### src/rtl/mc_processor.sv
// Multicycle 32-bit MIPS-subset core: FETCH/DECODE/EXEC/MEM/WB over a single
// request/ready memory port. An unsupported opcode or a misaligned data access parks the core in HALT.
module mc_processor #(
  parameter int          ADDR_W   = 16,
  parameter logic [31:0] RESET_PC = 32'h0000_0000,
  parameter int          NREG     = 32
) (
  input  logic              clk,
  input  logic              rst_n,
  output logic              mem_req,
  output logic              mem_we,
  output logic [ADDR_W-1:0] mem_addr,
  output logic [31:0]       mem_wdata,
  input  logic [31:0]       mem_rdata,
  input  logic              mem_ready,
  output logic [31:0]       pc_out,
  output logic              retire,
  output logic              halted
);

  localparam int RW = $clog2(NREG);

  typedef enum logic [2:0] {FETCH, DECODE, EXEC, MEM, WB, HALT} state_t;

  localparam logic [5:0] OP_R   = 6'h00, OP_J  = 6'h02, OP_BEQ = 6'h04,
                         OP_ORI = 6'h0D, OP_LW = 6'h23, OP_SW  = 6'h2B;
  localparam logic [5:0] F_ADD = 6'h20, F_SUB = 6'h22, F_AND = 6'h24,
                         F_OR  = 6'h25, F_SLT = 6'h2A;

  state_t                state, state_nxt;
  logic [31:0]           pc_q, ir_q, a_q, b_q, alu_q, mdr_q;
  logic [NREG-1:0][31:0] rf;

  logic [5:0]  op, funct;
  logic [15:0] imm;
  logic [31:0] simm, alu_nxt, pc_nxt, rd_a, rd_b, wb_data;
  logic [RW-1:0] rs_i, rt_i, rd_i, wr_i;
  logic [ADDR_W-1:0] addr_raw;
  logic legal, req_c, ir_ld, pc_ld, ab_ld, alu_ld, mdr_ld, rf_we;

  assign op    = ir_q[31:26];
  assign funct = ir_q[5:0];
  assign imm   = ir_q[15:0];
  assign simm  = {{16{imm[15]}}, imm};
  assign rs_i  = ir_q[21 +: RW];
  assign rt_i  = ir_q[16 +: RW];
  assign rd_i  = ir_q[11 +: RW];
  assign wr_i  = (op == OP_R) ? rd_i : rt_i;
  assign wb_data = (op == OP_LW) ? mdr_q : alu_q;

  // r0 is never written, but the read mux keeps it zero regardless
  assign rd_a = (rs_i == '0) ? 32'h0 : rf[rs_i];
  assign rd_b = (rt_i == '0) ? 32'h0 : rf[rt_i];

  always_comb begin
    legal = 1'b0;
    case (op)
      OP_R:                              legal = funct inside {F_ADD, F_SUB, F_AND, F_OR, F_SLT};
      OP_J, OP_BEQ, OP_ORI, OP_LW, OP_SW: legal = 1'b1;
      default:                           legal = 1'b0;
    endcase
  end

  always_comb begin
    alu_nxt = a_q + simm;
    if (op == OP_ORI) alu_nxt = a_q | {16'h0, imm};
    else if (op == OP_R) begin
      case (funct)
        F_SUB:   alu_nxt = a_q - b_q;
        F_AND:   alu_nxt = a_q & b_q;
        F_OR:    alu_nxt = a_q | b_q;
        F_SLT:   alu_nxt = {31'h0, $signed(a_q) < $signed(b_q)};
        default: alu_nxt = a_q + b_q;
      endcase
    end
  end

  always_ff @(posedge clk or negedge rst_n)
    if (!rst_n) state <= FETCH;
    else        state <= state_nxt;

  always_comb begin
    state_nxt = state;
    req_c     = 1'b0;
    mem_we    = 1'b0;
    addr_raw  = pc_q[ADDR_W-1:0];
    retire    = 1'b0;
    ir_ld     = 1'b0;
    pc_ld     = 1'b0;
    pc_nxt    = pc_q;
    ab_ld     = 1'b0;
    alu_ld    = 1'b0;
    mdr_ld    = 1'b0;
    rf_we     = 1'b0;
    case (state)
      FETCH: begin
        req_c = 1'b1;
        if (mem_ready) begin
          ir_ld     = 1'b1;
          pc_ld     = 1'b1;
          pc_nxt    = pc_q + 32'd4;
          state_nxt = DECODE;
        end
      end
      DECODE: begin
        ab_ld     = 1'b1;
        state_nxt = legal ? EXEC : HALT;
      end
      EXEC: begin
        case (op)
          OP_R, OP_ORI: begin alu_ld = 1'b1; state_nxt = WB;  end
          OP_LW, OP_SW: begin alu_ld = 1'b1; state_nxt = MEM; end
          OP_BEQ: begin
            pc_ld     = (a_q == b_q);
            pc_nxt    = pc_q + {simm[29:0], 2'b00};
            retire    = 1'b1;
            state_nxt = FETCH;
          end
          OP_J: begin
            pc_ld     = 1'b1;
            pc_nxt    = {pc_q[31:28], ir_q[25:0], 2'b00};
            retire    = 1'b1;
            state_nxt = FETCH;
          end
          default: state_nxt = HALT;
        endcase
      end
      MEM: begin
        addr_raw = alu_q[ADDR_W-1:0];
        if (alu_q[1:0] != 2'b00) state_nxt = HALT;
        else begin
          req_c  = 1'b1;
          mem_we = (op == OP_SW);
          if (mem_ready) begin
            if (op == OP_SW) begin
              retire    = 1'b1;
              state_nxt = FETCH;
            end else begin
              mdr_ld    = 1'b1;
              state_nxt = WB;
            end
          end
        end
      end
      WB: begin
        rf_we     = 1'b1;
        retire    = 1'b1;
        state_nxt = FETCH;
      end
      HALT:    state_nxt = HALT;
      default: state_nxt = HALT;
    endcase
  end

  // Reset lands in FETCH, so the request is masked until rst_n releases
  assign mem_req   = req_c & rst_n;
  assign mem_addr  = {addr_raw[ADDR_W-1:2], 2'b00};
  assign mem_wdata = b_q;
  assign pc_out    = pc_q;
  assign halted    = (state == HALT);

  always_ff @(posedge clk or negedge rst_n) begin
    if (!rst_n) begin
      pc_q  <= RESET_PC;
      ir_q  <= '0;
      a_q   <= '0;
      b_q   <= '0;
      alu_q <= '0;
      mdr_q <= '0;
      rf    <= '0;
    end else begin
      if (ir_ld)  ir_q  <= mem_rdata;
      if (pc_ld)  pc_q  <= pc_nxt;
      if (ab_ld) begin
        a_q <= rd_a;
        b_q <= rd_b;
      end
      if (alu_ld) alu_q <= alu_nxt;
      if (mdr_ld) mdr_q <= mem_rdata;
      if (rf_we && wr_i != '0) rf[wr_i] <= wb_data;
    end
  end

endmodule

### config.mk
export PLATFORM = sky130hd
export DESIGN_NAME = mc_processor
export DESIGN_NICKNAME = d
export VERILOG_FILES = /design/src/rtl/mc_processor.sv
export SDC_FILE = /design/constraint.sdc
export NUM_CORES = 2
export LEC_CHECK = 0
export BUFFER_PORTS_ARGS = -buffer_cell sky130_fd_sc_hd__buf_4
export CORE_UTILIZATION = 50
export DETAILED_ROUTE_END_ITERATION = 12
export GPL_TIMING_DRIVEN = 0
export PLACE_DENSITY = 0.73
export SETUP_SLACK_MARGIN = 0.1
export SLEW_MARGIN = 25
export SYNTH_ARGS = -nofsm -noshare
export SYNTH_HDL_FRONTEND = slang
export SYNTH_SLANG_ARGS = --single-unit
### constraint.sdc
create_clock -name clk -period 8.3 [get_ports clk]
set_clock_uncertainty 0.1 [all_clocks]
set_input_delay 0 -clock clk [delete_from_list [all_inputs] [get_ports clk]]
set_output_delay 0 -clock clk [all_outputs]
set_load 0.02 [all_outputs]
# Word level (Yosys, flattened, before mapping)
# Index checks and enable logic that the tools add are counted.
# classes
n_mux,47
n_lt_le_gt_ge,5
n_bitwise,4
eq_ne,21
add_sub_neg,5
reduce_logical,18
# op_table
op,n
bitwise mux 1024 bit,1
binary-select mux 32 bit (select 5 bit),2
two-way mux 32 bit,9
demux 32 bit (select 5 bit),1
case mux 32 bit (2 select lines),2
case mux 32 bit (4 select lines),1
adder 32 bit,3
== test 6 bit (second input constant),7
adder 32 x 3 -> 32 bit (second input constant),1
bitwise AND 32 bit,1
== test 32 bit,1
less-than comparator 32 bit,1
OR 32 x 16 -> 32 bit,1
OR 32 bit,1
subtractor 32 bit,1
less-than comparator 5 x 6 -> 1 bit (second input constant),3
two-way mux 1 bit,17
two-way mux 16 bit,1
two-way mux 3 bit,5
case mux 3 bit (5 select lines),1
zero test 5 bit,2
nonzero test 5 bit,2
case mux 3 bit (3 select lines),1
case mux 1 bit (2 select lines),4
other kinds (22),31
# word_totals
input_bits,35
reg_bits,1219
elab_cells,140
output_inout_bits,84

# Longest topological paths before layout
# depth
word_depth,7
depth_mapped,13

# Worst setup path after synthesis
# OpenSTA, ideal clock, no wires.
# synth_timing
path_kind,register -> register
startpoint,register ir_q[15]
endpoint,register alu_q[29]
path_slack_ns,4.573
t_arrival_ns,3.532
stages_incl_launch_ff,12
required_time_ns,8.105
path_cell_list,dfrtp_1 -> inv_2 -> ha_1 -> a21o_1 -> a21o_1 -> or4b_2 -> o21ai_1 -> o21ai_0 -> a41oi_1 -> xnor2_1 -> o221ai_1 -> o31ai_1
# synth_via
elab_chain_cells,3
# synth_lines
element,line_no,source
from (decl),31,"logic [31:0] pc_q, ir_q, a_q, b_q, alu_q, mdr_q;"
from (signal assigned),172,if (ir_ld) ir_q <= mem_rdata;
adder 32 bit,65,alu_nxt = a_q + simm;
two-way mux 32 bit,67,else if (op == OP_R) begin
two-way mux 32 bit,66,"if (op == OP_ORI) alu_nxt = a_q | {16'h0, imm};"
to (signal assigned),178,if (alu_ld) alu_q <= alu_nxt;
to (decl),31,
# No other way between the ends.
# A chain may end at the register's enable or synchronous reset.

# Worst setup path in the final report
# layout_timing
startpoint,register ir_q[22]
endpoint,register a_q[0]
# layout_via
elab_chain_cells,3
elab_cells_between_ends,4
cone_classes,mux: 3; reduce/logical: 1
# layout_lines
element,line_no,source
binary-select mux 32 bit (select 5 bit),52,assign rd_a = (rs_i == '0) ? 32'h0 : rf[rs_i];
two-way mux 32 bit (implied by the code),52,
two-way mux 32 bit *,52,
to (signal assigned),175,a_q <= rd_a;
to (decl),31,
# Every way passes the cells marked *; elsewhere a longest branch is shown, timed or not. The select of a mux whose other input is x is not followed.

==> qor_table.md <==
| Quantity | Value |
|---|---|
| Slowest stage cell on the critical path | sky130_fd_sc_hd__clkbuf_1 |
| Arrival @ worst endpoint | 6.75 ns |
| Total power draw | 31.5 mW |
| Leakage power | 33.2 nW |
| Count of warnings emitted by yosys | 0 |
| Post-synthesis cell type count | 88 |
| CTS tree | yes |
| Reg2reg path depth | 10 |
| Max-cap violation count | 0 |
| Net switching power of the design | 14.5 mW |
| Required time at the endpoint of the critical path | 8.82 ns |
| Highest achievable clock rate | 0.160 GHz |
| Path length in cells of the critical path | 10 |
| WP buf/inv | 5 |
| Number of max-slew violations in the final report | 0 |
| Pin count of the biggest net entering global routing | 144 |
| Critical-path cell list | clkbuf_1, clkbuf_1, clkbuf_2, clkbuf_1, clkbuf_2, mux4_2, mux2i_1, o22ai_1, a21oi_1, o22ai_1 |
| Terminus of the critical flop-to-flop path | a_q[0] |
| Final design utilization | 0.571 |
| Global placement routability congestion | 1.08 |
| Synthesized area per cell | 10.6 µm² |
| Number of remaining DRC errors | 0 |
| Vias | 59335 |
| Shortest clock period the worst path allows after layout | 6.24 ns |
| Detailed placer's ending HPWL | 218000 µm |
| Number of synthesized register bits | 1217 |
| Post-detailed-route via-to-cell ratio | 6.81 |
| Hold buffers post-CTS | 69 |
| Number of cells produced by synthesis | 6483 |
| Placement-stage worst setup slack | 2.50 ns |
| Part of the total power dissipated in the clock network | 0.195 |
| Endpoint, Worst Hold | state[1] |
| Internal portion of total power | 16.9 mW |
| Cell area power density | 405 mW/mm² |
| Global-route wire length before repair | 398000 µm |
| Final wirelength | 278000 µm |
| Per-cell routed wire length | 31.9 µm |
| Crit-path most repeated cell | sky130_fd_sc_hd__clkbuf_1 |
| DR pass1 iterations | 6 |
| Clk slew on worst S/H paths | 0.06 ns |
| Count of flip-flops with a built-in enable after synthesis | 0 |
| Maximum buffer depth of the clock tree | 3 |
| Worst skew pair latency | 0.80 ns |
| Worst hold stages | 5 |
| Share of power burned in registers | 0.291 |
| Worst IR Drop VDD | 235 µV |
| Power share of the combinational group | 0.514 |
| Maximum fanout along the worst path | 10 |
| Area added between synthesis and finish | 12.9% |
| Core box area | 0.136 mm² |
| Max H-tree Level | 4 |
| Fraction of the yosys area taken by sequential cells | 0.442 |
| Floorplan die area | 0.139 mm² |
| Unrepaired setup endpoints after global routing | no |
| Filler Cell Count | 11313 |
| Critical path class | reg2reg |
| Iteration-0 DRC Markers | 8549 |
| Main flop type after synthesis | sky130_fd_sc_hd__dfrtp_1 |
| Minimum setup slack in the final design | 2.06 ns |
| All-layer global routing usage | 0.396 |
| Cells resized by post-CTS repair | 0 |
| Clock buffer count from CTS | 137 |
| Critical register-to-register path startpoint | ir_q[22] |
| Via count of the first global-routing pass | 58351 |
| Die Height | 373 µm |
| Startpoint of the worst hold path | mem_ready |
| Total number of clock tree sinks | 1217 |
| Worst-Margin Slew | 1.20 ns |
| Minimum setup slack among reg-to-reg paths | 2.06 ns |
| Family of cells with the greatest summed delay on the critical path | buffers and inverters |
| Post-route clock period utilization | 0.751 |
| Hold Fails Final Rpt | 0 |
| Critical path startpoint category | flop |
| Initial antenna violation count | 21 |
| Normalized max-slew margin | 0.179 |
| Switching share of total power | 0.462 |
| Share of post-route cells with drive strength above 1 | 0.180 |
| Post-CTS Setup Inserts | 0 |
| Worst min-delay path class | in2reg |
| Crit path capture type | flop |
| Standard-cell row count | 135 |
| Root buffer cell | sky130_fd_sc_hd__clkbuf_16 |
| Remaining antenna violation count | 0 |
| Remaining global-route overflow | 0 |
| Stage delay of the slowest cell on the critical path | 0.95 ns |
| Total I/O pin count | 119 |
| Post-Synthesis Cell Area | 0.0689 mm² |
| Outcome | completed |
| Final-report setup violation count | 0 |
| Die Span X | 373 µm |
| Share of synthesized registers carrying an async set or reset | 1.00 |
| Number of nets in the finished design | 7040 |
| Effective utilization at floorplan | 0.506 |
| Quantity of I/O buffers inserted on ports | 114 |
-- metal layers --
| layer | vias to the layer above | track usage | share of wire |
|---|---|---|---|
| li1 | 24409 | - | - |
| met1 | 29730 | 0.482 | 0.35 |
| met5 | - | 0.00858 | 0.0013 |
| met3 | 988 | 0.157 | 0.14 |
| met2 | 4180 | 0.587 | 0.43 |
| met4 | 28 | 0.253 | 0.076 |
-- how the worst max path moves through the flow --
stage / start / to / slack (ns)
floorplan: ir_q[15] / alu_q[29] / 4.57
global placement: rst_n / rf[298] / -7.44
detailed placement: ir_q[21] / a_q[0] / 2.50
CTS: ir_q[21] / a_q[0] / 2.49
global route: ir_q[22] / a_q[4] / 2.23
finish: ir_q[22] / a_q[0] / 2.06
-- power groups by stage --
| stage | Sequential (mW) | Clock, mW | Combinational [mW] |
|---|---|---|---|
| 2_1_floorplan | 8.61 | 0 | 9.58 |
| 3_5_place_dp | 9.11 | 0 | 15.4 |
| 3_3_place_gp | 8.99 | 0 | 15.0 |
| 4_1_cts | 9.04 | 6.11 | 15.5 |
| 6_report | 9.16 | 6.14 | 16.2 |
| 5_1_grt | 9.28 | 6.35 | 16.7 |
-- cell usage after synthesis, drive strengths merged, types with 11 or more instances --
library cell | n | share of area
nand3 | 45 | 0.0033
o221ai | 18 | 0.0023
o21bai | 22 | 0.0025
buf | 171 | 0.011
o211ai | 24 | 0.0026
a221oi | 13 | 0.0017
o32ai | 49 | 0.0062
inv | 125 | 0.0068
nor2 | 645 | 0.035
xnor2 | 30 | 0.0038
and2 | 13 | 0.0012
a21o | 61 | 0.0066
o22ai | 97 | 0.0088
and3 | 25 | 0.0023
mux4 | 576 | 0.19
nor3 | 46 | 0.0033
mux2 | 144 | 0.024
o311ai | 11 | 0.0015
clkbuf | 445 | 0.024
a211oi | 40 | 0.0044
nand4 | 16 | 0.0015
xor2 | 19 | 0.0024
nand2b | 24 | 0.0022
mux2i | 72 | 0.010
ha | 173 | 0.031
o31ai | 24 | 0.0026
nand2 | 727 | 0.040
nor2b | 66 | 0.0060
o21ai | 641 | 0.047
a21oi | 695 | 0.051
o21a | 19 | 0.0021
a31oi | 33 | 0.0030
dfrtp | 1217 | 0.44
-- cells by family after synthesis --
| logic type | after synthesis | share of synthesized area |
|---|---|---|
| xor+xnor | 49 | 0.00623 |
| flops | 1217 | 0.442 |
| mux | 792 | 0.222 |
| buf+inv | 742 | 0.0423 |
| compound gates | 1836 | 0.153 |
| simple gates | 1669 | 0.101 |
| fa+ha+maj | 177 | 0.0326 |
| other cells | 1 | 0.0000544 |
-- placed cells by master, fill, tap and decap left out, drive strengths merged, types with 46 or more instances in the layout --
| cell | Yosys | routed |
|---|---|---|
| dlygate4sd3 | 0 | 68 |
| buf | 171 | 304 |
| o22ai | 97 | 97 |
| nor2b | 66 | 66 |
| mux4 | 576 | 576 |
| inv | 125 | 131 |
| a21o | 61 | 61 |
| a21oi | 695 | 695 |
| o21ai | 641 | 641 |
| nor3 | 46 | 46 |
| mux2 | 144 | 144 |
| nor2 | 645 | 645 |
| ha | 173 | 173 |
| o32ai | 49 | 49 |
| nand2 | 727 | 727 |
| clkbuf | 445 | 631 |
| dfrtp | 1217 | 1217 |
| mux2i | 72 | 72 |
-- through the flow --
stage	cells	instance area (µm²)	hold WS, ns	TNS, ns
floorplan	6486	68900	-0.396	0
global placement	8381	72000	0.110	-8781.97
detailed placement	8401	72600	-0.208	0
CTS	8708	77800	0.0203	0
global route	8708	77800	0.0800	0
finish	8717	77800	0.0425	0
-- worst min-delay path, cell delays in order --
cell,delay [ns]
sky130_fd_sc_hd__dlygate4sd3_1,0.53
sky130_fd_sc_hd__buf_4,0.16
sky130_fd_sc_hd__nor3_1,0.07
sky130_fd_sc_hd__nand2_1,0.06
sky130_fd_sc_hd__o21ai_0,0.07
-- state kept, by name, summed over array words and instances, names as in the netlist --
| name | cells |
|---|---|
| mem_wdata | 32 |
| alu_q | 32 |
| rf | 1024 |
| state | 3 |
| a_q | 32 |
| pc_out | 30 |
| ir_q | 32 |
| mdr_q | 32 |
-- final cells by class --
| class | count | area, µm² | share of cell area |
|---|---|---|---|
| clock inverters | 54 | 549 | 0.00706 |
| inverters | 126 | 473 | 0.00608 |
| multi-input cells | 4527 | 35600 | 0.458 |
| plain buffers | 616 | 2490 | 0.0320 |
| well taps | 1781 | 2230 | 0.0286 |
| diodes | 9 | 22.5 | 0.000289 |
| repair buffers | 203 | 2090 | 0.0269 |
| clock buffers | 184 | 3870 | 0.0497 |
| flip-flops and latches | 1217 | 30500 | 0.391 |
Power figures use the tool's default switching activity.
